`config.mk`:
```
export PLATFORM = sky130hd
export DESIGN_NAME = aip_host_bridge
export DESIGN_NICKNAME = d
export VERILOG_FILES = /design/src/rtl/aip_bridge_pkg.sv /design/src/rtl/aip_bridge_irq.sv /design/src/rtl/aip_host_bridge.sv
export SDC_FILE = /design/constraint.sdc
export NUM_CORES = 1
export LEC_CHECK = 0
export BUFFER_PORTS_ARGS = -buffer_cell sky130_fd_sc_hd__buf_2
export CAP_MARGIN = 20
export CORE_MARGIN = 1
export CORE_UTILIZATION = 47
export DETAILED_ROUTE_END_ITERATION = 10
export PLACE_DENSITY = 0.89
export REMOVE_ABC_BUFFERS = 1
export SLEW_MARGIN = 20
export SYNTH_ARGS = -nofsm -noshare
export SYNTH_HDL_FRONTEND = slang
export SYNTH_SLANG_ARGS = --single-unit
```
`constraint.sdc`:
```
create_clock -name clk -period 3.7 [get_ports clk]
set_clock_uncertainty 0.15 [all_clocks]
set_input_delay 0.555 -clock clk [delete_from_list [all_inputs] [get_ports clk]]
set_output_delay 0.555 -clock clk [all_outputs]
set_load 0.02 [all_outputs]
```
`src/rtl/aip_bridge_pkg.sv`:
```
// Shared definitions for the picorv32-to-AIP host bridge.
// Holds register offsets, CTRL/STATUS bit positions, the bridge FSM
// state encoding and the AIP configuration selector width.
package aip_bridge_pkg;

  localparam int unsigned DATA_WIDTH = 32;
  localparam int unsigned CONF_WIDTH = 5;
  localparam int unsigned LAT_CNT_W  = 2;

  // Word offsets inside the 16-byte window (mem_addr[3:2])
  localparam logic [1:0] OFF_CONFIG = 2'd0;
  localparam logic [1:0] OFF_DATA   = 2'd1;
  localparam logic [1:0] OFF_CTRL   = 2'd2;
  localparam logic [1:0] OFF_STATUS = 2'd3;

  // CTRL register bits
  localparam int unsigned CTRL_START_BIT  = 0;
  localparam int unsigned CTRL_IRQ_EN_BIT = 1;
  localparam int unsigned CTRL_EN_BIT     = 2;

  // STATUS register bits
  localparam int unsigned STATUS_PEND_BIT   = 0;
  localparam int unsigned STATUS_IRQ_EN_BIT = 1;

  typedef enum logic [1:0] {
    ST_IDLE     = 2'd0,
    ST_RD_PULSE = 2'd1,
    ST_RD_WAIT  = 2'd2,
    ST_RESP     = 2'd3
  } state_t;

endpackage

```
`src/rtl/aip_bridge_irq.sv`:
```
// Interrupt block of the AIP host bridge: rising-edge detect on the AIP
// interrupt level, sticky pending flag, CPU mask and registered irq.
// Ports:
//   clk, rst_a  clock and synchronous active-high reset
//   int_req     AIP interrupt request level
//   en_wr       CTRL write strobe, loads irq_en from en_val
//   en_val      new irq_en value
//   clr         STATUS write with bit0 set; clears pending
//   irq_en      current mask bit
//   pending     sticky interrupt flag
//   irq         registered pending & irq_en
module aip_bridge_irq (
  input  logic clk,
  input  logic rst_a,
  input  logic int_req,
  input  logic en_wr,
  input  logic en_val,
  input  logic clr,
  output logic irq_en,
  output logic pending,
  output logic irq
);

  logic int_req_prev;
  logic rise_c;

  assign rise_c = int_req & ~int_req_prev;

  // A new edge in the same cycle as a clear keeps the flag set
  always_ff @(posedge clk) begin
    if (rst_a) begin
      int_req_prev <= 1'b0;
      pending      <= 1'b0;
      irq_en       <= 1'b0;
      irq          <= 1'b0;
    end else begin
      int_req_prev <= int_req;
      if (rise_c) begin
        pending <= 1'b1;
      end else if (clr) begin
        pending <= 1'b0;
      end
      if (en_wr) begin
        irq_en <= en_val;
      end
      irq <= pending & irq_en;
    end
  end

endmodule

```
`src/rtl/aip_host_bridge.sv`:
```
// Memory-mapped slave bridging the picorv32 native memory bus to the AIP
// protocol port. CPU loads/stores in a 4-word window become single-cycle
// AIP write/read/start pulses; the AIP interrupt is latched into irq.
// Optional feature macro: AIP_BRIDGE_IRQ_EN (interrupt logic present).
// Ports:
//   clk, rst_a                 clock, synchronous active-high reset
//   mem_valid/addr/wdata/wstrb picorv32 request
//   mem_ready/mem_rdata        one-cycle acknowledge and read data
//   aip_en_s, aip_data_in, aip_conf_dbus, aip_write, aip_read, aip_start
//                              AIP control outputs
//   aip_data_out, aip_int_req  AIP inputs
//   irq                        interrupt to CPU
module aip_host_bridge
  import aip_bridge_pkg::*;
#(
  parameter logic [31:0] BASE_ADDR = 32'h8000_0000,
  parameter int unsigned READ_LAT  = 1
) (
  input  logic                  clk,
  input  logic                  rst_a,
  input  logic                  mem_valid,
  input  logic [31:0]           mem_addr,
  input  logic [DATA_WIDTH-1:0] mem_wdata,
  input  logic [3:0]            mem_wstrb,
  output logic                  mem_ready,
  output logic [DATA_WIDTH-1:0] mem_rdata,
  output logic                  aip_en_s,
  output logic [DATA_WIDTH-1:0] aip_data_in,
  input  logic [DATA_WIDTH-1:0] aip_data_out,
  output logic [CONF_WIDTH-1:0] aip_conf_dbus,
  output logic                  aip_write,
  output logic                  aip_read,
  output logic                  aip_start,
  input  logic                  aip_int_req,
  output logic                  irq
);

  state_t state_q, state_nx;
  logic [LAT_CNT_W-1:0] lat_cnt_q;

  logic hit_c, is_wr_c, accept_c, data_rd_c, rd_done_c;
  logic [1:0] off_c;
  logic ctrl_wr_c, status_wr_c;
  logic irq_en_c, pending_c;

  logic                  ready_nx, write_nx, read_nx, start_nx, en_nx;
  logic [DATA_WIDTH-1:0] rdata_nx, data_in_nx;
  logic [CONF_WIDTH-1:0] conf_nx;

  logic unused_addr;
  assign unused_addr = ^mem_addr[1:0];

  // Request decode
  assign hit_c     = (mem_addr[31:4] == BASE_ADDR[31:4]);
  assign off_c     = mem_addr[3:2];
  assign is_wr_c   = |mem_wstrb;
  assign accept_c  = (state_q == ST_IDLE) && mem_valid && hit_c && !mem_ready;
  assign data_rd_c = !is_wr_c && (off_c == OFF_DATA);
  assign rd_done_c = (state_q == ST_RD_WAIT) &&
                     (lat_cnt_q == LAT_CNT_W'(READ_LAT - 1));

  // State register
  always_ff @(posedge clk) begin
    if (rst_a) begin
      state_q <= ST_IDLE;
    end else begin
      state_q <= state_nx;
    end
  end

  // Next-state logic
  always_comb begin
    state_nx = state_q;
    case (state_q)
      ST_IDLE:     if (accept_c) state_nx = data_rd_c ? ST_RD_PULSE : ST_RESP;
      ST_RD_PULSE: state_nx = ST_RD_WAIT;
      ST_RD_WAIT:  if (rd_done_c) state_nx = ST_RESP;
      ST_RESP:     state_nx = ST_IDLE;
      default:     state_nx = ST_IDLE;
    endcase
  end

  // Read latency counter, runs only while waiting on AIP data
  always_ff @(posedge clk) begin
    if (rst_a) begin
      lat_cnt_q <= '0;
    end else if (state_q == ST_RD_WAIT) begin
      lat_cnt_q <= lat_cnt_q + LAT_CNT_W'(1);
    end else begin
      lat_cnt_q <= '0;
    end
  end

  // Output/next-register logic; everything here lands in a register
  always_comb begin
    ready_nx    = 1'b0;
    write_nx    = 1'b0;
    read_nx     = 1'b0;
    start_nx    = 1'b0;
    en_nx       = aip_en_s;
    rdata_nx    = mem_rdata;
    data_in_nx  = aip_data_in;
    conf_nx     = aip_conf_dbus;
    ctrl_wr_c   = 1'b0;
    status_wr_c = 1'b0;

    if (accept_c) begin
      if (is_wr_c) begin
        ready_nx = 1'b1;
        case (off_c)
          OFF_CONFIG: conf_nx = mem_wdata[CONF_WIDTH-1:0];
          OFF_DATA: begin
            write_nx   = 1'b1;
            data_in_nx = mem_wdata;
          end
          OFF_CTRL: begin
            start_nx  = mem_wdata[CTRL_START_BIT];
            en_nx     = mem_wdata[CTRL_EN_BIT];
            ctrl_wr_c = 1'b1;
          end
          OFF_STATUS: status_wr_c = 1'b1;
          default: ;
        endcase
      end else begin
        ready_nx = (off_c != OFF_DATA);
        case (off_c)
          OFF_CONFIG: rdata_nx = DATA_WIDTH'(aip_conf_dbus);
          OFF_DATA:   read_nx  = 1'b1;
          OFF_CTRL: begin
            rdata_nx                  = '0;
            rdata_nx[CTRL_EN_BIT]     = aip_en_s;
            rdata_nx[CTRL_IRQ_EN_BIT] = irq_en_c;
          end
          OFF_STATUS: begin
            rdata_nx                    = '0;
            rdata_nx[STATUS_IRQ_EN_BIT] = irq_en_c;
            rdata_nx[STATUS_PEND_BIT]   = pending_c;
          end
          default: ;
        endcase
      end
    end

    if (rd_done_c) begin
      ready_nx = 1'b1;
      rdata_nx = aip_data_out;
    end
  end

  // Output registers
  always_ff @(posedge clk) begin
    if (rst_a) begin
      mem_ready     <= 1'b0;
      mem_rdata     <= '0;
      aip_write     <= 1'b0;
      aip_read      <= 1'b0;
      aip_start     <= 1'b0;
      aip_en_s      <= 1'b0;
      aip_data_in   <= '0;
      aip_conf_dbus <= '0;
    end else begin
      mem_ready     <= ready_nx;
      mem_rdata     <= rdata_nx;
      aip_write     <= write_nx;
      aip_read      <= read_nx;
      aip_start     <= start_nx;
      aip_en_s      <= en_nx;
      aip_data_in   <= data_in_nx;
      aip_conf_dbus <= conf_nx;
    end
  end

`ifdef AIP_BRIDGE_IRQ_EN
  aip_bridge_irq u_irq (
    .clk     (clk),
    .rst_a   (rst_a),
    .int_req (aip_int_req),
    .en_wr   (ctrl_wr_c),
    .en_val  (mem_wdata[CTRL_IRQ_EN_BIT]),
    .clr     (status_wr_c & mem_wdata[STATUS_PEND_BIT]),
    .irq_en  (irq_en_c),
    .pending (pending_c),
    .irq     (irq)
  );
`else
  // Interrupt path absent: mask/pending read as zero, writes are dropped
  logic unused_irq;
  assign unused_irq = ^{ctrl_wr_c, status_wr_c, aip_int_req};
  assign irq_en_c   = 1'b0;
  assign pending_c  = 1'b0;
  assign irq        = 1'b0;
`endif

endmodule

```
==> metrics.cfg, run 1 <==
[status]
status=completed

[detailed_routing]
detail_route.wl_per_cell_um=14.54
drc=0
drt_iter0_drc=107
routed_via_density=5.181
finalWirelength_um=7778
vias=2772
drtPass1Iterations=4
ant_nets=0

[critical_path]
crit_fanout=27
crit_path_start_kind=register
slowest_delay_ns=0.79
crit_family=compound AO/OA/AOI/OAI gates
worstSetupEndpointType=register
reg2reg_slack_ns=1.15
reg2reg_depth=6
r2r-end=mem_rdata[29]
critical_path.slowest_cell=o21a_1
rr_startpoint=state_q[0]
required_ns=3.82
path_cells=inv_1 > ha_1 > and2_1 > nor2_1 > o21a_1 > a22o_1
worstPathBufferInverterCount=1
worstPathArrival_ns=2.67
path_class=reg2reg

[sta]
max_slew_margin_pct=28.24
setup_viol=0
min_period_ns=2.552
clock.fmax_mhz=391.8
holdWs_ns=0.2827
drv_slew=0
setup-tns-final_ns=0
fin_crit_sh_pct=68.98
worstMarginPinSlew_ns=1.075
hold_viol=0
rsz0062_at_grt=false

[placement]
port_buffers=174
routabilityCongestion=0.7957
dpl.hpwl_um=5890
placed_cell_area_mm2=0.003905

[clock_network]
insertion_delay_ns=0.34
cts.reportedPaths.clkPinSlew_ns=0.08
cts_buffers=9
root_buffer=clkbuf_8
cts_sinks=78
cts.repair.resized=0
cts_htree_levels=3
post_cts_buffers=0
cts_tree=done
cts_hold_buf=0
cts_buffer_depth=2

[yosys]
synth_top_family_by_area=simple AND/OR/NAND/NOR gates
synth_mux_area_share_pct=12.56
synthesis.area_mm2=0.003029
synth-seq-cells=78
synthXorXnorAreaFrac_pct=0
synth_area_per_cell_um2=10.59
synth_simple_gate_area_share_pct=16.27
synth_compound_area_share_pct=13.38
postSynthCellCount=286
ys_types=35
synthAdderAreaFrac_pct=1.652
yosysWarnings=0
synth_seq_area_share_pct=51.55

[floorplan]
start_util_pct=49.98
dieHeight_um=82.28
die_width_um=82.28
coreArea_mm2=0.006061
die-area_mm2=0.006770
fp-row-count=28
pin_count=179

[final_layout]
final_common_cell=buf_2
final_cell_area_mm2=0.004081
fillers=472
drive_gt1_share_pct=43.70
mostFrequentLayoutCells=buf_2 (174), dfxtp_1 (78), nor2_1 (41)
diodes=0
nets=563
syn_to_final_growth_pct=34.74

[pwr]
peakVddDrop_mv=0.3442
powerDensity_mw_per_mm2=404.7
leakagePower_nw=1.905

[min_path]
hold_end=mem_rdata[13]
holdPathStages=2
hold_class=in2reg
hold_start=aip_data_out[13]

[grt]
grt_use_total_pct=23.47
grt_overflow=0
grt_pass1_wl_um=11960
antenna_found_initial=0
grt_pass1_vias=2733
grt_max_degree=33

[run]
cap_violations=0

## per-stage QoR
stage               power (mW)  instances  setup slack (ns)  utilization [%]
finish                   1.652        535             1.148            67.34
global placement         1.096        519            0.9719            64.43
CTS                      1.661        535             1.107            67.34
detailed placement       1.101        519            0.8865            64.43
global route             1.712        535            0.8899            67.34
floorplan               0.9901        268            0.1499                -
## worst reg2reg max path, stage by stage (launching register included)
cell and delay (ns):
dfxtp_1 0.31, inv_1 0.08, ha_1 0.26, and2_1 0.30, nor2_1 0.35, o21a_1 0.79, a22o_1 0.26
## cells in the mapped netlist, drive strengths merged
cell type,count,area share (%)
dfxtp,78,52
nor2,42,5.2
mux2i,38,13
a22o,27,7.8
clkbuf,10,1.2
a22oi,8,2.0
buf,8,2.5
nand2,8,0.99
nand3,8,1.3
inv,6,0.74
nor3,6,1.2
nor4,6,1.9
or3,6,1.2
ha,4,1.7
o211ai,4,0.99
o21ai,4,0.66
a21oi,3,0.50
and2,2,0.41
and3,2,0.41
nand4,2,0.83
nor2b,2,0.41
nor4b,2,1.3
o21a,2,0.50
a311o,1,0.33
and4bb,1,0.41
conb,1,0.12
nand2b,1,0.21
o221ai,1,0.29
o311a,1,0.33
or2,1,0.29
or4,1,0.25
## cell type report
cell class / instances / area (um^2) / area share, %
timing repair buffer: 176 / 885.9 / 21.70
inverter: 6 / 22.52 / 0.5518
sequential: 78 / 1562 / 38.26
tap: 75 / 93.84 / 2.299
clock buffer: 11 / 141.4 / 3.464
multi-input combinational: 184 / 1341 / 32.86
clock inverter: 5 / 35.03 / 0.8584
## how the worst max path moves through the flow
stage / slack [ns] / depth (start not counted) / startpoint / endpoint
after floorplan: 0.15 / 5 / mem_addr[25] / aip_data_in[0]
after global placement: 0.97 / 6 / mem_addr[25] / mem_rdata[7]
after detailed placement: 0.89 / 6 / mem_addr[16] / mem_rdata[29]
after CTS: 1.11 / 7 / state_q[0] / mem_rdata[29]
after global routing: 0.89 / 6 / state_q[0] / mem_rdata[31]
final: 1.15 / 6 / state_q[0] / mem_rdata[29]
## kinds of logic after synthesis
family	after synthesis
AND/OR/NAND/NOR	90
adder cells (fa/ha/maj)	4
other	1
multiplexers	38
buffers and inverters	24
flip-flops	78
AO/OA/AOI/OAI	51
## flip-flops by register name, indices dropped and copies added (netlist names), 2 cells and up
| name | count |
|---|---|
| mem_rdata | 32 |
| aip_data_in | 32 |
| aip_conf_dbus | 5 |
| state_q | 2 |
| lat_cnt_q | 2 |
## power by group
part	internal [mW]	switching (mW)	leakage, nW
Sequential	0.870	0.0205	0.628
Combinational	0.0853	0.107	1.19
Clock	0.262	0.307	0.0893
## routing by layer
layer / wire length [um] / GRT usage [%] / up-vias
met5: 0 / 0 / -
met4: 142 / 11.23 / 0
li1: - / - / 1369
met2: 3899 / 41.74 / 128
met3: 630 / 6.593 / 13
met1: 3106 / 25.56 / 1262
Power figures use the tool's default switching activity.
==> run 2, diff against run 1 <==
--- a/config.mk
+++ b/config.mk
@@ -5,12 +5,13 @@
 export SDC_FILE = /design/constraint.sdc
 export NUM_CORES = 1
 export LEC_CHECK = 0
+export ABC_AREA = 1
 export BUFFER_PORTS_ARGS = -buffer_cell sky130_fd_sc_hd__buf_2
 export CAP_MARGIN = 20
 export CORE_MARGIN = 1
-export CORE_UTILIZATION = 47
+export CORE_UTILIZATION = 41
 export DETAILED_ROUTE_END_ITERATION = 10
-export PLACE_DENSITY = 0.89
+export PLACE_DENSITY = 0.8
 export REMOVE_ABC_BUFFERS = 1
 export SLEW_MARGIN = 20
 export SYNTH_ARGS = -nofsm -noshare
==> constraint.sdc (replaced) <==
create_clock -name clk -period 2.2 [get_ports clk]
set_clock_uncertainty 0.15 [all_clocks]
set_input_delay 0.33 -clock clk [delete_from_list [all_inputs] [get_ports clk]]
set_output_delay 0.33 -clock clk [all_outputs]
set_load 0.02 [all_outputs]
==> metrics.cfg, run 2 <==
[yosys]
ys_types=23  ; -34%
yosysMostFrequentCell=nand2_1
synth_top_family_by_area=simple AND/OR/NAND/NOR gates
synthesis.area_mm2=0.003398  ; +12%
synthAdderAreaFrac_pct=1.473  ; -0.18 points
synth_seq_area_share_pct=45.95  ; -5.6 points
synthXorXnorAreaFrac_pct=0  ; unchanged
yosys-top-cells-area=dfxtp_1 (46%), nand2_1 (15%), nor2_1 (12%)
synth-seq-cells=78  ; unchanged
synth_area_per_cell_um2=6.637  ; -37%
synth_ff_type=dfxtp_1
postSynthCellCount=512  ; +79%
synth_edf_count=0  ; unchanged
yosys.area.top_type=dfxtp_1
synth_compound_area_share_pct=6.333  ; -7.1 points
synthArstFlopShare_pct=0  ; unchanged
synth_simple_gate_area_share_pct=34.57  ; +18 points
synth_mux_area_share_pct=0.2946  ; -12 points
yosysTopAreaCellShare_pct=45.95  ; -5.6 points
yosysWarnings=0  ; unchanged
synth_commonest_cells=nand2_1 (137), nor2_1 (112), dfxtp_1 (78)

[clock_network]
cts.reportedPaths.clkPinSlew_ns=0.08  ; about the same
insertion_delay_ns=0.33  ; about the same
cts_hold_buf=0  ; unchanged
root_buffer=clkbuf_8
cts_tree=done
post_cts_buffers=0  ; unchanged
cts.repair.resized=0  ; unchanged
cts_htree_levels=3  ; unchanged
cts_buffers=9  ; unchanged
cts_sinks=78  ; unchanged
cts_buffer_depth=2  ; unchanged

[detailed_routing]
drc=0  ; unchanged
vias=3518  ; +27%
drt_iter0_drc=66  ; -38%
routed_via_density=4.493  ; -13%
detail_route.wl_per_cell_um=10.60  ; -27%
ant_nets=0  ; unchanged
finalWirelength_um=8298  ; +6.7%
drtPass1Iterations=4  ; unchanged

[sta]
setup_viol=0  ; unchanged
finalWorstSetupSlack_ns=0.2517  ; -0.8960 ns
hold_viol=0  ; unchanged
drv_slew=0  ; unchanged
holdWs_ns=0.06190  ; -0.2208 ns
rsz0062_at_grt=false
clock.fmax_mhz=513.3  ; +31%
fin_crit_sh_pct=88.56  ; +20 points
min_period_ns=1.948  ; -0.6040 ns

[floorplan]
start_util_pct=43.08  ; -6.9 points
pin_count=179  ; unchanged
die_width_um=93.04  ; +13%
dieHeight_um=93.04  ; +13%
fp-row-count=32  ; +14%
die-area_mm2=0.008656  ; +28%
coreArea_mm2=0.007888  ; +30%

[grt]
antenna_found_initial=0  ; unchanged
grt_use_total_pct=19.39  ; -4.1 points
grt_max_degree=65  ; +97%
grt_overflow=0  ; unchanged
grt_pass1_wl_um=13400  ; +12%
grt_pass1_vias=3240  ; +19%

[critical_path]
crit_path_start_kind=register
rr_startpoint=state_q[0]
crit_family=simple AND/OR/NAND/NOR gates
worstSetupStartpoint=state_q[0]
worstPathBufferInverterCount=3  ; +2
slowest_delay_ns=0.33  ; -0.46 ns
cp.depth=12  ; +6
worstSetupEndpointType=register
required_ns=2.31  ; -1.51 ns
crit_fanout=33  ; +22%
reg2reg_depth=12  ; +6
path_class=reg2reg
reg2reg_slack_ns=0.25  ; -0.90 ns
worstPathArrival_ns=2.06  ; -0.61 ns
critical_path.slowest_cell=dfxtp_1
endpoint=mem_rdata[31]
crit_path_frequent_cell=nand2_1
r2r-end=mem_rdata[31]
path_cells=inv_1 > ha_1 > nand2_1 > inv_1 > nand2_1 > nor2_1 > nand2_1 > nor2_4 > nand2_1 > buf_4 > nand2_1 > o21ai_0

[placement]
dpl.hpwl_um=6187  ; +5.0%
placed_cells=768  ; +48%
placed_cell_area_mm2=0.004339  ; +11%
port_buffers=174  ; unchanged
place_ws_ns=0.2565  ; -0.6301 ns
routabilityCongestion=0.7699  ; -3.2%

[status]
status=completed

[run]
cap_violations=0  ; unchanged

[final_layout]
mostFrequentLayoutCells=buf_2 (174), nand2_1 (137), nor2_1 (112)
final_common_cell=buf_2
diodes=0  ; unchanged
stdcell_count=783  ; +46%
nets=785  ; +39%
final_cell_area_mm2=0.004527  ; +11%
syn_to_final_growth_pct=33.21
final_core_util_pct=57.39  ; -9.9 points
drive_gt1_share_pct=29.22  ; -14 points
top_regs=aip_data_in: 32 flops, mem_rdata: 32 flops, aip_conf_dbus: 5 flops

[pwr]
powerDensity_mw_per_mm2=582.5  ; +44%
peakVddDrop_mv=0.2938  ; -15%
leakagePower_nw=2.540  ; +33%

[min_path]
hold_class=in2reg

[run 2: changes by cell type after synthesis, sizes merged, moves of 31 or more]
| cell | previous run | this run |
|---|---|---|
| mux2i | 38 | 1 |
| nand2 | 8 | 137 |
| nand3 | 8 | 39 |
| nor2 | 42 | 113 |
| inv | 6 | 65 |
[run 2: layout make-up]
type / instances / area, um^2
flip-flops and latches: 78 / 1562
well taps: 102 / 127.6
clock buffers: 9 / 123.9
clock inverters: 6 / 63.81
multi-input cells: 341 / 1454
inverters: 66 / 247.7
fillers: 750 / 3361
repair buffers: 181 / 948.4
[run 2: cell families (layout without fill, tap and decap cells)]
family,Yosys count,after routing
buf+inv,93,262
flops,78,78
compound gates,41,41
other cells,1,1
mux,1,1
fa+ha+maj,4,4
simple gates,294,294
[run 2: per-layer routing]
layer,up-vias,wire [um],GRT usage [%]
li1,1871,-,-
met1,1500,3611,20.33
met2,136,3908,36.52
met3,11,666,5.285
met4,0,112,7.308
met5,-,0,0
[run 2: how the worst min path moves through the flow]
stage / start / slack (ns) / depth (start not counted) / to
6_report: mem_wdata[21] / 0.06 / 3 / aip_data_in[21]
3_3_place_gp: lat_cnt_q[0] / 0.26 / 1 / lat_cnt_q[0]
4_1_cts: mem_wdata[17] / 0.04 / 3 / aip_data_in[17]
3_5_place_dp: lat_cnt_q[0] / 0.26 / 1 / lat_cnt_q[0]
2_1_floorplan: lat_cnt_q[0] / 0.25 / 1 / lat_cnt_q[0]
5_1_grt: mem_wdata[13] / 0.05 / 3 / aip_data_in[13]
[run 2: tightest hold or removal path, cell delays in order]
cell	delay, ns
buf_2	0.07
nor2_1	0.03
nor2_1	0.08
[run 2: metrics by stage]
stage                     TNS (ns)  power [mW]
after global placement           0       1.643
after global routing             0       2.756
final                            0       2.637
after CTS                        0       2.688
after floorplan             -10.79       1.520
after detailed placement         0       1.648
[run 2: power breakdown]
part	internal [mW]	switching (mW)	total [mW]
clock	0.515	0.508	1.02
sequential	1.42	0.00594	1.43
combinational	0.0895	0.0959	0.185
